[config.mk]
export PLATFORM = sky130hd
export DESIGN_NAME = demux_rr_n_flat
export DESIGN_NICKNAME = d
export VERILOG_FILES = /design/src/rtl/demux_rr_n_pkg.sv /design/src/rtl/demux_rr_n_if.sv /design/src/rtl/demux_rr_n_etapa.sv /design/src/rtl/demux_rr_n.sv /design/src/flat_wrapper.sv
export SDC_FILE = /design/constraint.sdc
export NUM_CORES = 1
export LEC_CHECK = 0
export CORE_MARGIN = 1
export CORE_UTILIZATION = 42
export CTS_CLUSTER_DIAMETER = 200
export DETAILED_ROUTE_END_ITERATION = 7
export GPL_ROUTABILITY_DRIVEN = 1
export PLACE_DENSITY = 0.86
export SYNTH_ARGS = -nofsm -noshare
export SYNTH_HDL_FRONTEND = slang
export SYNTH_SLANG_ARGS = --single-unit
[constraint.sdc]
create_clock -name clk -period 1.8 [get_ports clk]
set_clock_uncertainty 0.15 [all_clocks]
set_input_delay 0.27 -clock clk [delete_from_list [all_inputs] [get_ports clk]]
set_output_delay 0.27 -clock clk [all_outputs]
set_load 0.05 [all_outputs]
[src/rtl/demux_rr_n_pkg.sv]
// Shared defaults and helpers for the demux_rr_n stream demultiplexer.
// Optional explicit channel steering is compiled in with DEMUX_SEL_EXT_EN.
package demux_rr_n_pkg;

  localparam int BW_DEF     = 8;
  localparam int NUM_CH_DEF = 4;
  localparam int CNT_W      = 16;

  // Channel index width; a single channel still needs one bit to exist.
  function automatic int sel_width(input int num_ch);
    return (num_ch <= 1) ? 1 : $clog2(num_ch);
  endfunction

endpackage

[src/rtl/demux_rr_n_if.sv]
// Stream bundle for demux_rr_n: one input beat stream and NUM_CH output streams.
// slave is the demux side, master is the upstream/downstream environment side.
interface demux_rr_n_if import demux_rr_n_pkg::*; #(
  parameter int BW     = BW_DEF,
  parameter int NUM_CH = NUM_CH_DEF
) ();

  logic [BW-1:0]        Entrada;
  logic                 validEntrada;
  logic                 readyEntrada;
  logic [NUM_CH*BW-1:0] Salida;
  logic [NUM_CH-1:0]    validSalida;
  logic [NUM_CH-1:0]    readySalida;

  modport slave (
    input  Entrada,
    input  validEntrada,
    output readyEntrada,
    output Salida,
    output validSalida,
    input  readySalida
  );

  modport master (
    output Entrada,
    output validEntrada,
    input  readyEntrada,
    input  Salida,
    input  validSalida,
    output readySalida
  );

endinterface

[src/rtl/demux_rr_n_etapa.sv]
// Single-channel registered output stage with valid/ready handshake.
// A load and a drain in the same cycle keep valid high so the stream has no bubble.
module demux_rr_etapa #(
  parameter int BW = 8
) (
  input  logic          clk,
  input  logic          reset,
  input  logic          load,
  input  logic [BW-1:0] beat,
  input  logic          ready,
  output logic [BW-1:0] data,
  output logic          valid,
  output logic          can_load
);

  assign can_load = !valid || ready;

  // Data only changes on a load; a plain drain leaves the last beat visible.
  always_ff @(posedge clk or negedge reset) begin
    if (!reset) begin
      data  <= '0;
      valid <= 1'b0;
    end else if (load) begin
      data  <= beat;
      valid <= 1'b1;
    end else if (valid && ready) begin
      valid <= 1'b0;
    end
  end

  a_load_when_free: assert property (@(posedge clk) disable iff (!reset) load |-> can_load);

endmodule

[src/rtl/demux_rr_n.sv]
// Round-robin 1:NUM_CH stream demultiplexer with per-channel registered outputs.
// DEMUX_SEL_EXT_EN adds a selector port that steers beats instead of the pointer.
module demux_rr_n import demux_rr_n_pkg::*; #(
  parameter  int BW     = BW_DEF,
  parameter  int NUM_CH = NUM_CH_DEF,
  localparam int SELW   = sel_width(NUM_CH)
) (
  input  logic             clk,
  input  logic             reset,
  demux_rr_n_if.slave      bus,
  output logic [SELW-1:0]  canal,
  output logic [CNT_W-1:0] cuenta
`ifdef DEMUX_SEL_EXT_EN
  ,
  input  logic [SELW-1:0]  selector
`endif
);

  logic [SELW-1:0]      target;
  logic [NUM_CH-1:0]    can_load;
  logic [NUM_CH-1:0]    load;
  logic [NUM_CH*BW-1:0] salida_q;
  logic [NUM_CH-1:0]    valid_q;
  logic                 accept;

`ifdef DEMUX_SEL_EXT_EN
  assign target = selector;
`else
  assign target = canal;
`endif

  assign bus.readyEntrada = can_load[target];
  assign accept           = bus.validEntrada && bus.readyEntrada;

  always_comb begin
    load         = '0;
    load[target] = accept;
  end

  for (genvar i = 0; i < NUM_CH; i++) begin : g_etapa
    demux_rr_etapa #(
      .BW(BW)
    ) u_etapa (
      .clk      (clk),
      .reset    (reset),
      .load     (load[i]),
      .beat     (bus.Entrada),
      .ready    (bus.readySalida[i]),
      .data     (salida_q[i*BW +: BW]),
      .valid    (valid_q[i]),
      .can_load (can_load[i])
    );
  end

  assign bus.Salida      = salida_q;
  assign bus.validSalida = valid_q;

  // The pointer advances on every accept even when the selector steers,
  // so canal always reports the round-robin position.
  always_ff @(posedge clk or negedge reset) begin
    if (!reset) begin
      canal  <= '0;
      cuenta <= '0;
    end else if (accept) begin
      canal  <= (canal == SELW'(NUM_CH - 1)) ? '0 : canal + 1'b1;
      cuenta <= cuenta + 1'b1;
    end
  end

  a_single_load: assert property (@(posedge clk) disable iff (!reset) $onehot0(load));

endmodule
[src/flat_wrapper.sv]
// flat-port wrapper written by rule: the top's interface ports become plain ports
module demux_rr_n_flat import demux_rr_n_pkg::*;
#(
  parameter  int BW     = BW_DEF,
  parameter  int NUM_CH = NUM_CH_DEF,
  localparam int SELW   = sel_width(NUM_CH)
)
  (clk, reset, canal, cuenta, bus_Entrada, bus_validEntrada, bus_readyEntrada, bus_Salida, bus_validSalida, bus_readySalida);
  demux_rr_n_if #(.BW(BW), .NUM_CH(NUM_CH)) bus_i ();
  input  logic clk;
  input  logic reset;
  output logic [SELW-1:0] canal;
  output logic [CNT_W-1:0] cuenta;
  input wire logic [$bits(bus_i.Entrada)-1:0] bus_Entrada;
  input wire logic [$bits(bus_i.validEntrada)-1:0] bus_validEntrada;
  output wire logic [$bits(bus_i.readyEntrada)-1:0] bus_readyEntrada;
  output wire logic [$bits(bus_i.Salida)-1:0] bus_Salida;
  output wire logic [$bits(bus_i.validSalida)-1:0] bus_validSalida;
  input wire logic [$bits(bus_i.readySalida)-1:0] bus_readySalida;
  assign bus_i.Entrada = bus_Entrada;
  assign bus_i.validEntrada = bus_validEntrada;
  assign bus_readyEntrada = bus_i.readyEntrada;
  assign bus_Salida = bus_i.Salida;
  assign bus_validSalida = bus_i.validSalida;
  assign bus_i.readySalida = bus_readySalida;
  demux_rr_n #(.BW(BW), .NUM_CH(NUM_CH)) u_core (.clk(clk), .reset(reset), .bus(bus_i), .canal(canal), .cuenta(cuenta));
endmodule
# Word-level counts from Yosys, hierarchy flattened
# Index checks and enable logic that the tools add are counted.
word_totals:
  register_bits: 54
  latch_bits: 0
  ram_bits: 0
  romBits: 0
  inputBits: 15
  n_memories: 0
classes:
  addsub: 2
  mul: 0
  div_mod_pow: 0
  order_cmp: 2
  eq_ne: 1
  shifts: 0
  n_mux: 13
  bitwise: 1
  reduce_logical: 18
op_table:
  columns: ["operator", "count"]
  rows:
  - ["$add 16x1->16 const B", 1]
  - ["$mux 1", 10]
  - ["$reduce_bool 2->1", 4]
  - ["$logic_and 1x1->1", 6]
  - ["$and 4x4->4", 1]
  - ["$logic_not 1->1", 4]
  - ["$logic_or 1x1->1", 4]
  - ["$lt 2x3->1 const B", 1]
  - ["$add 2x1->2 const B", 1]
  - ["$bmux 1 s2", 1]
  - ["$demux 1 s2", 1]
  - ["$eq 2x2->1 const B", 1]
  - ["$ge 2x1->1 const B", 1]
  - ["$mux 2", 1]

# Depth between registers and ports, before layout
logic_depth:
  ltp_word: 7
  depth_mapped: 6
  mapped_depth_nobuf: 5

# Hierarchy
# A second synthesis with hierarchy kept.
unflattened:
  hier_cells: 166
  area_unflattened_um2: 2396.0
modules_own_cells:
  columns: ["module", "n_inst", "cells_per_inst", "area_per_inst_um2"]
  rows:
  - ["demux_rr_etapa", 4, 20, 369.1]
  - ["demux_rr_n", 1, 86, 919.6]

# Least setup slack after synthesis
# No wires, ideal clock.
synth_path:
  path_type: "register to register"
  from: "register u_core.canal[1]"
  to: "register u_core.g_etapa[2].u_etapa.data[0]"
  setup_ns: 0.125
  arrival_ns: 1.951
  required_ns: 1.525
  slack_ns: -0.426
  stages_incl_launch_ff: 6
  period_less_slack_ns: 2.226
  cell_sequence: "dfrtp_1 > inv_2 > mux4_2 > buf_2 > nand3_4 > mux2_2"
synth_via:
  elab_chain_len: 5
  word_cells_on_any_way: 9
synth_rtl:
  columns: ["item", "line_no", "rtl"]
  rows:
  - ["start: declaration", "demux_rr_n.sv:11", "output logic [SELW-1:0] canal,"]
  - ["start signal: assignment", "demux_rr_n.sv:65", "canal <= (canal == SELW'(NUM_CH - 1)) ? '0 : canal + 1'b1;"]
  - ["$lt 2x3->1 (implied by the code) / $ge 2x1->1 (equally long branches)", "demux_rr_n.sv:37", "load[target] = accept;"]
  - ["$logic_and 1x1->1 (implied by the code)", "demux_rr_n.sv:37", null]
  - ["$mux 1 (implied by the code)", "demux_rr_n.sv:37", null]
  - ["$demux 1 s2", null, null]
  - ["$and 4x4->4 (no source line) *", null, null]
  - ["end signal: assignment", "demux_rr_n_etapa.sv:24", "data <= beat;"]
  - ["end: declaration", "demux_rr_n_etapa.sv:11", "output logic [BW-1:0] data,"]
# Mark *: on every way between the ends. The rest lies on a longest branch, timed or not. The select of a mux whose other input is x is not followed.
# A chain may end at the register's enable or synchronous reset.

# Worst setup path in the final report
layout_path:
  from: "register u_core.canal[1]"
  to: "register u_core.g_etapa[0].u_etapa.data[5]"
layout_via:
  elab_chain_len: 5
  word_cells_on_any_way: 9
layout_rtl:
  columns: ["item", "line_no"]
  rows:
  - ["$lt 2x3->1 (implied by the code) / $ge 2x1->1 (equally long branches)", "demux_rr_n.sv:37"]
  - ["$logic_and 1x1->1 (implied by the code)", "demux_rr_n.sv:37"]
  - ["$mux 1 (implied by the code)", "demux_rr_n.sv:37"]
  - ["$demux 1 s2", null]
  - ["$and 4x4->4 (no source line) *", null]
  - ["end signal: assignment", "demux_rr_n_etapa.sv:24"]
  - ["end: declaration", "demux_rr_n_etapa.sv:11"]
# Marks and branches as above.

==> impl_results.md <==
- Register area share after synthesis: 56.51%
- Vias in the first global route: 1682
- Largest area contributor in the netlist: dfrtp_1
- Die width: 77.45 um
- Slew @ Worst Pin: 0.3786 ns
- Cell chain of the critical path: inv_2, mux4_2, buf_4, and3_4, mux2_4
- Required @ worst endpoint: 1.85 ns
- Post-synthesis cell area: 0.002391 mm^2
- CP max-delay cell: mux4_2
- Placed Cells: 319
- Final RePlAce weighted congestion: 0.7613
- # nets final: 282
- Layout cells sized above 1: 57.03%
- GRT overflow: 0
- DR iter-0 viols: 63
- Mapped Cells: 170
- GRT Overall Usage: 18.25%
- ANT nets after route: 0
- Wirelength per Cell: 15.83 um
- Ports: 70
- CTS tree: yes
- Drt drc: 0
- Placeable Area: 0.005507 mm^2
- Final WL: 5302 um
- Vias: 1664
- Die area: 0.005999 mm^2
- Area grow syn2layout: 43.07%
- Fmax: 0.4831 GHz
- Skew-Pair Late Insertion Delay: 0.31 ns
- Pre-Repair DR Iteration Count: 4
- Fin. Hold Viols: 0
- Row cnt: 27
- Count of pins over their slew limit: 0
- Worst setup SP type: register
- Worst-path clk slew: 0.10 ns
- Min cycle time layout: 2.070 ns
- Clock buffer depth: 2
- Critical path type: reg -> reg
- Most common cell in the netlist: dfrtp_1
- Max-cap viol count: 0
- Synth warnings: 0
- Final worst slack: -0.2698 ns
- Syn Nets: 190
- Worst path arrival time: 2.12 ns
- FF+latch count, synth: 54
- RSZ-0062 raised after global routing: true
- Via density: 4.967
- Layout Utilization: 62.12%
- H-tree depth: 2
- Hold Path Class: reg -> reg
- Number of port buffers: 69
- Hold slack: 0.3329 ns
- DP HPWL: 3583 um
- Crit share post-route: 115.0%
- Status: finished, violations left
- Diodes inserted: 0
- Die H: 77.45 um
- EDFF count, synth: 0
- Top cells by count, synth: dfrtp_1 (54), mux2_2 (19), mux2_4 (16), xnor2_1 (15), nand3_1 (12)
- Most used DFF post-synth: dfrtp_1
- Dominant cells by area after synthesis: dfrtp_1 (57%), mux2_4 (10%), mux2_2 (8.9%), xnor2_1 (5.5%), ha_1 (2.6%)
- Worst path max stage delay: 0.54 ns
- Sink Count: 54
- Largest net degree at the start of global routing: 55
- Relative slew margins: 74.57%
- Starting Density: 43.42%
- Violated checks: negative setup slack
- CTS Root Cell: clkbuf_8
- Mean Syn Cell Area: 14.06 um^2
- Worst Setup End Kind: register
- Non-Filler Instances: 335
- Async SR Flop Fraction: 100.0%
- Crit-path max FO: 8
- Global-route wire length before repair: 8528 um
- Final setup violation count: 53
- Initial antenna violation count: 0
- Netlist cell types: 26
- Synth top area share: 56.51%
- Num CTS Buffers: 5
==> registers in the layout (all words and copies together) (netlist names) <==
signal,count
u_core.canal,2
u_core.cuenta,16
u_core.g_etapa.u_etapa.data,32
u_core.g_etapa.u_etapa.valid,4
==> path summary, 6_finish.rpt <==
kind,slack [ns],end,startpoint,cells past startpoint
worst max register to register,-0.27,u_core.g_etapa[0].u_etapa.data[5]$_DFFE_PN0P_,u_core.canal[1]$_DFFE_PN0P_,5
worst max-delay path,-0.27,u_core.g_etapa[0].u_etapa.data[5]$_DFFE_PN0P_,u_core.canal[1]$_DFFE_PN0P_,5
max in group asynchronous,0.91,u_core.cuenta[7]$_DFFE_PN0P_,reset,3
worst min-delay path,0.33,u_core.cuenta[8]$_DFFE_PN0P_,u_core.cuenta[8]$_DFFE_PN0P_,1
min in group asynchronous,0.34,u_core.g_etapa[3].u_etapa.data[7]$_DFFE_PN0P_,reset,3
worst min register to register,0.33,u_core.cuenta[8]$_DFFE_PN0P_,u_core.cuenta[8]$_DFFE_PN0P_,1
==> routing by layer <==
metal / vias to the layer above / part of all wire (%) / GRT usage (%)
met5: - / 0 / 0
met4: 0 / 0.92 / 4.528
met3: 6 / 5.4 / 4.235
met2: 56 / 49 / 29.56
met1: 829 / 45 / 24.73
li1: 773 / - / -
==> worst max-delay path: cells and delay by family, from the launching register on <==
kind                   cells  cell delay [ns]
muxes                      2             0.86
DFF                        1             0.42
buffers and inverters      2             0.28
and+or+nand+nor            1             0.24
==> layout make-up <==
| cell class | instances | area [um^2] |
|---|---|---|
| fillers | 451 | 2086 |
| multi-input cells | 104 | 1071 |
| flip-flops and latches | 54 | 1360 |
| clock inverters | 3 | 23.77 |
| well taps | 72 | 90.09 |
| clock buffers | 5 | 68.82 |
| inverters | 3 | 11.26 |
| repair buffers | 94 | 795.8 |
==> cells by family after synthesis <==
logic type	Yosys count	share of synthesized area [%]
multiplexers	36	19.94
AND/OR/NAND/NOR	47	11.93
buffers and inverters	13	3.506
XOR/XNOR	15	5.495
flip-flops	54	56.52
adder cells (fa/ha/maj)	5	2.616
==> placed cells by master, fill, tap and decap left out, types with 2 or more instances in the layout <==
| cell type | n |
|---|---|
| nand2b_1 | 3 |
| clkbuf_8 | 5 |
| nand3_2 | 3 |
| mux2_4 | 16 |
| nor2_1 | 4 |
| clkdlybuf4s50_1 | 13 |
| buf_8 | 2 |
| buf_12 | 2 |
| inv_1 | 2 |
| nand2_1 | 5 |
| and2_1 | 2 |
| nand4_1 | 7 |
| buf_4 | 74 |
| clkinvlp_4 | 2 |
| xnor2_1 | 11 |
| mux2_2 | 19 |
| and3_4 | 2 |
| dfrtp_2 | 7 |
| xnor2_2 | 4 |
| dfrtp_1 | 47 |
| nand3_4 | 6 |
| ha_1 | 5 |
| nand3_1 | 6 |
| and3_1 | 5 |
==> through the flow <==
stage               area [um^2]  worst slack (ns)  setup TNS [ns]
global route               3421           -0.3165          -11.90
global placement           3113           -0.4615          -20.89
detailed placement         3113           -0.5164          -22.74
CTS                        3278           -0.2702          -7.776
finish                     3421           -0.2698          -9.027
floorplan                  2406           -0.2713          -10.33
==> repair_timing <==
item / 4_1_cts / 5_1_grt
pin swaps: 3 / 8
buffers inserted: 4 / 1
hold buffers: 1 / 0
cloned: 1 / 1
setup endpoints to repair: 47 / 55
resized for setup: 5 / 19
hold endpoints to repair: 54 / 0
Power is left out: the tool's default activity adds up to more than one toggle a clock period on the data nets, which glitch-free logic cannot reach.
==> RTL edit, RTL diff (config.mk and constraints unchanged) <==
The package constant `NUM_CH_DEF` goes from 4 to 5.
--- a/src/rtl/demux_rr_n_pkg.sv
+++ b/src/rtl/demux_rr_n_pkg.sv
@@ -5,3 +5,3 @@
   localparam int BW_DEF     = 8;
-  localparam int NUM_CH_DEF = 4;
+  localparam int NUM_CH_DEF = 5;
   localparam int CNT_W      = 16;
Ports: changed (resized bus_Salida, bus_readySalida, bus_validSalida and canal); port bits go from 70 to 81. The function was not compared with the original's and may differ.
==> RTL edit against the original RTL <==
- the run still ends with setup timing left
- cell count rose by 24%
- routed wire length rose by 48%
- die area rose by 12%
- synthesized area rose by 12%
- final area rose by 31%
- largest cell class unchanged
- critical path depth rose by 3
- synthesized cell count rose by 18%
- sequential cell count rose by 10
- worst setup slack got worse by 0.097 ns
- hold slack got worse by 0.032 ns
- critical endpoint is now u_core.cuenta[11]
Power is not shown: default switching activity piles up to over one toggle a cycle in this logic, so the estimate is an artifact.
==> RTL edit: results (changes against the original RTL) <==
status=finished, violations left (unchanged); failing checks=setup timing (unchanged); Critical Path Max Stage Delay=between 0.5 and 0.6 ns; Placement Cell Area=3740 um^2 (was 3110 um^2); FFs w/ async S/R, synth=100% (unchanged); GRT Total Usage=23.3% (was 18.2%); n_diodes=0 (unchanged); antenna violations before repair=0 (unchanged); WL/cell=18.9 um (was 15.8 um); final setup margin=-0.367 ns (was -0.270 ns); CTS root buffer=clkbuf_8 (unchanged); final setup vio count=53 (unchanged); placed cell count=379 (was 319); Hold WC Path Type=in -> async (was reg -> reg); initial detailed-routing violation count=119 (was 63); CP arrival=2.27 ns (was 2.12 ns); Top Registers=u_core.g_etapa.u_etapa.data: 40 flops, u_core.cuenta: 16 flops, u_core.g_etapa.u_etapa.valid: 5 flops (was u_core.g_etapa.u_etapa.data: 32 flops, u_core.cuenta: 16 flops, u_core.g_etapa.u_etapa.valid: 4 flops); Clock transition at path regs=0.07 ns (was 0.10 ns); Final nets=355 (was 282); drt first pass iters=4 (unchanged); RePlAce Congestion=0.785 (was 0.761); sequential share of the synthesized area=59.7% (was 56.5%); Vias per Instance=5.28 (was 4.97); dominant cells by area after synthesis=dfrtp_1, mux2_2, xor2_1, nand3_1, nand2_1 (was dfrtp_1, mux2_4, mux2_2, xnor2_1, ha_1); Post-Syn Nets=219 (was 190); first-pass GRT wire length=11200 um (was 8530 um); CP top delay family=simple AND/OR/NAND/NOR gates (was multiplexers); Critical Path Fanout Max=6 (was 8); most common library cells after synthesis=dfrtp_1, mux2_2, xor2_1 (was dfrtp_1, mux2_2, mux2_4); Worst-Skew Late Latency=0.34 ns (was 0.31 ns); Clock Tree Buf Depth=2 (unchanged); worst setup path start=u_core.canal[0] (was u_core.canal[1]); fraction of layout instances using a drive strength above 1=63.1% (was 57.0%); warnings from Yosys=0 (unchanged); Slew headroom=72.4% (was 74.6%); largest net degree at the start of global routing=65 (was 55); H-tree levels=3 (was 2); Num CTS Buffers=9 (was 5); Setup Slack @ Placement=-0.399 ns (was -0.516 ns); I/O Buffers=80 (was 69); TNS Setup=-9.72 ns (was -9.03 ns); number of global-route vias before repair=2171 (was 1682); syn avg cell area=13.4 um^2 (was 14.1 um^2); slowest CP cell=dfrtp_4 (was mux4_2); DP HPWL=4600 um (was 3580 um); number of flip-flops in the largest register=40 (was 32); post-synth cell types=30 (was 26); DRT Wirelength=7840 um (was 5300 um)
RTL edit: cell types whose count changed after synthesis, moves of 5 or more:
cell	unedited run	this run
mux2_4	16	0
dfrtp_1	54	64
xnor2_1	15	1
and3_1	5	0
nand2_1	6	12
mux2_2	19	41
xor2_1	0	14
RTL edit: logic make-up (layout without fill, tap and decap cells):
| family | count (synthesis) | in the layout | synth area share, % |
|---|---|---|---|
| DFF | 64 | 64 | 59.7 |
| and+or+nand+nor | 58 | 58 | 12.4 |
| muxes | 41 | 41 | 17.2 |
| xor gates and xnor gates | 15 | 15 | 4.90 |
| buffers and inverters | 12 | 151 | 2.52 |
| AOI/OAI and AO/OA | 7 | 7 | 1.87 |
| adders and majority gates | 3 | 3 | 1.40 |
RTL edit: path summary, 6_finish.rpt:
| path | end | slack (ns) | cells after the start |
|---|---|---|---|
| setup / recovery | u_core.cuenta[11] | -0.37 | 8 |
| hold / removal | u_core.cuenta[2] | 0.30 | 3 |
| setup reg to reg | u_core.cuenta[11] | -0.37 | 8 |
| hold reg to reg | u_core.cuenta[15] | 0.35 | 1 |
| max in group asynchronous | u_core.canal[0] | 0.89 | 3 |
| min in group clk | u_core.cuenta[15] | 0.35 | 1 |
RTL edit: cell type report:
cell class | instances | area [um^2]
Clock buffer | 10 | 128
Clock inverter | 4 | 47.5
Fill cell | 402 | 1540
Inverter | 4 | 17.5
Multi-Input combinational cell | 124 | 1340
Sequential cell | 64 | 1610
Tap cell | 75 | 93.8
Timing Repair Buffer | 133 | 1250
RTL edit: metrics by stage:
| stage | utilization (%) | hold slack, ns |
|---|---|---|
| after floorplan | - | -0.176 |
| after global placement | 62.1 | 0.158 |
| after detailed placement | 62.1 | 0.162 |
| after CTS | 70.5 | 0.335 |
| after global routing | 74.4 | 0.363 |
| final | 74.4 | 0.301 |
RTL edit: tightest hold or removal path, stage by stage:
cell,delay [ns]
dlygate4sd3_1,0.52
buf_2,0.12
buf_12,0.28
RTL edit: metal layers:
metal	share of wire, %	GRT usage, %	wire length, um	vias up
met2	50	36.8	3950	67
met5	0	0	0	-
met3	4.9	4.89	381	14
met4	2.2	10.4	176	0
met1	43	30.9	3340	1127
li1	-	-	-	977
RTL edit: what timing repair did:
item	4_1_cts	5_1_grt
hold endpoints to repair	64	0
hold buffers	1	0
gates cloned	2	1
buffers inserted	8	12
resized for setup	40	36
setup endpoints to repair	35	61
pin swaps	19	22
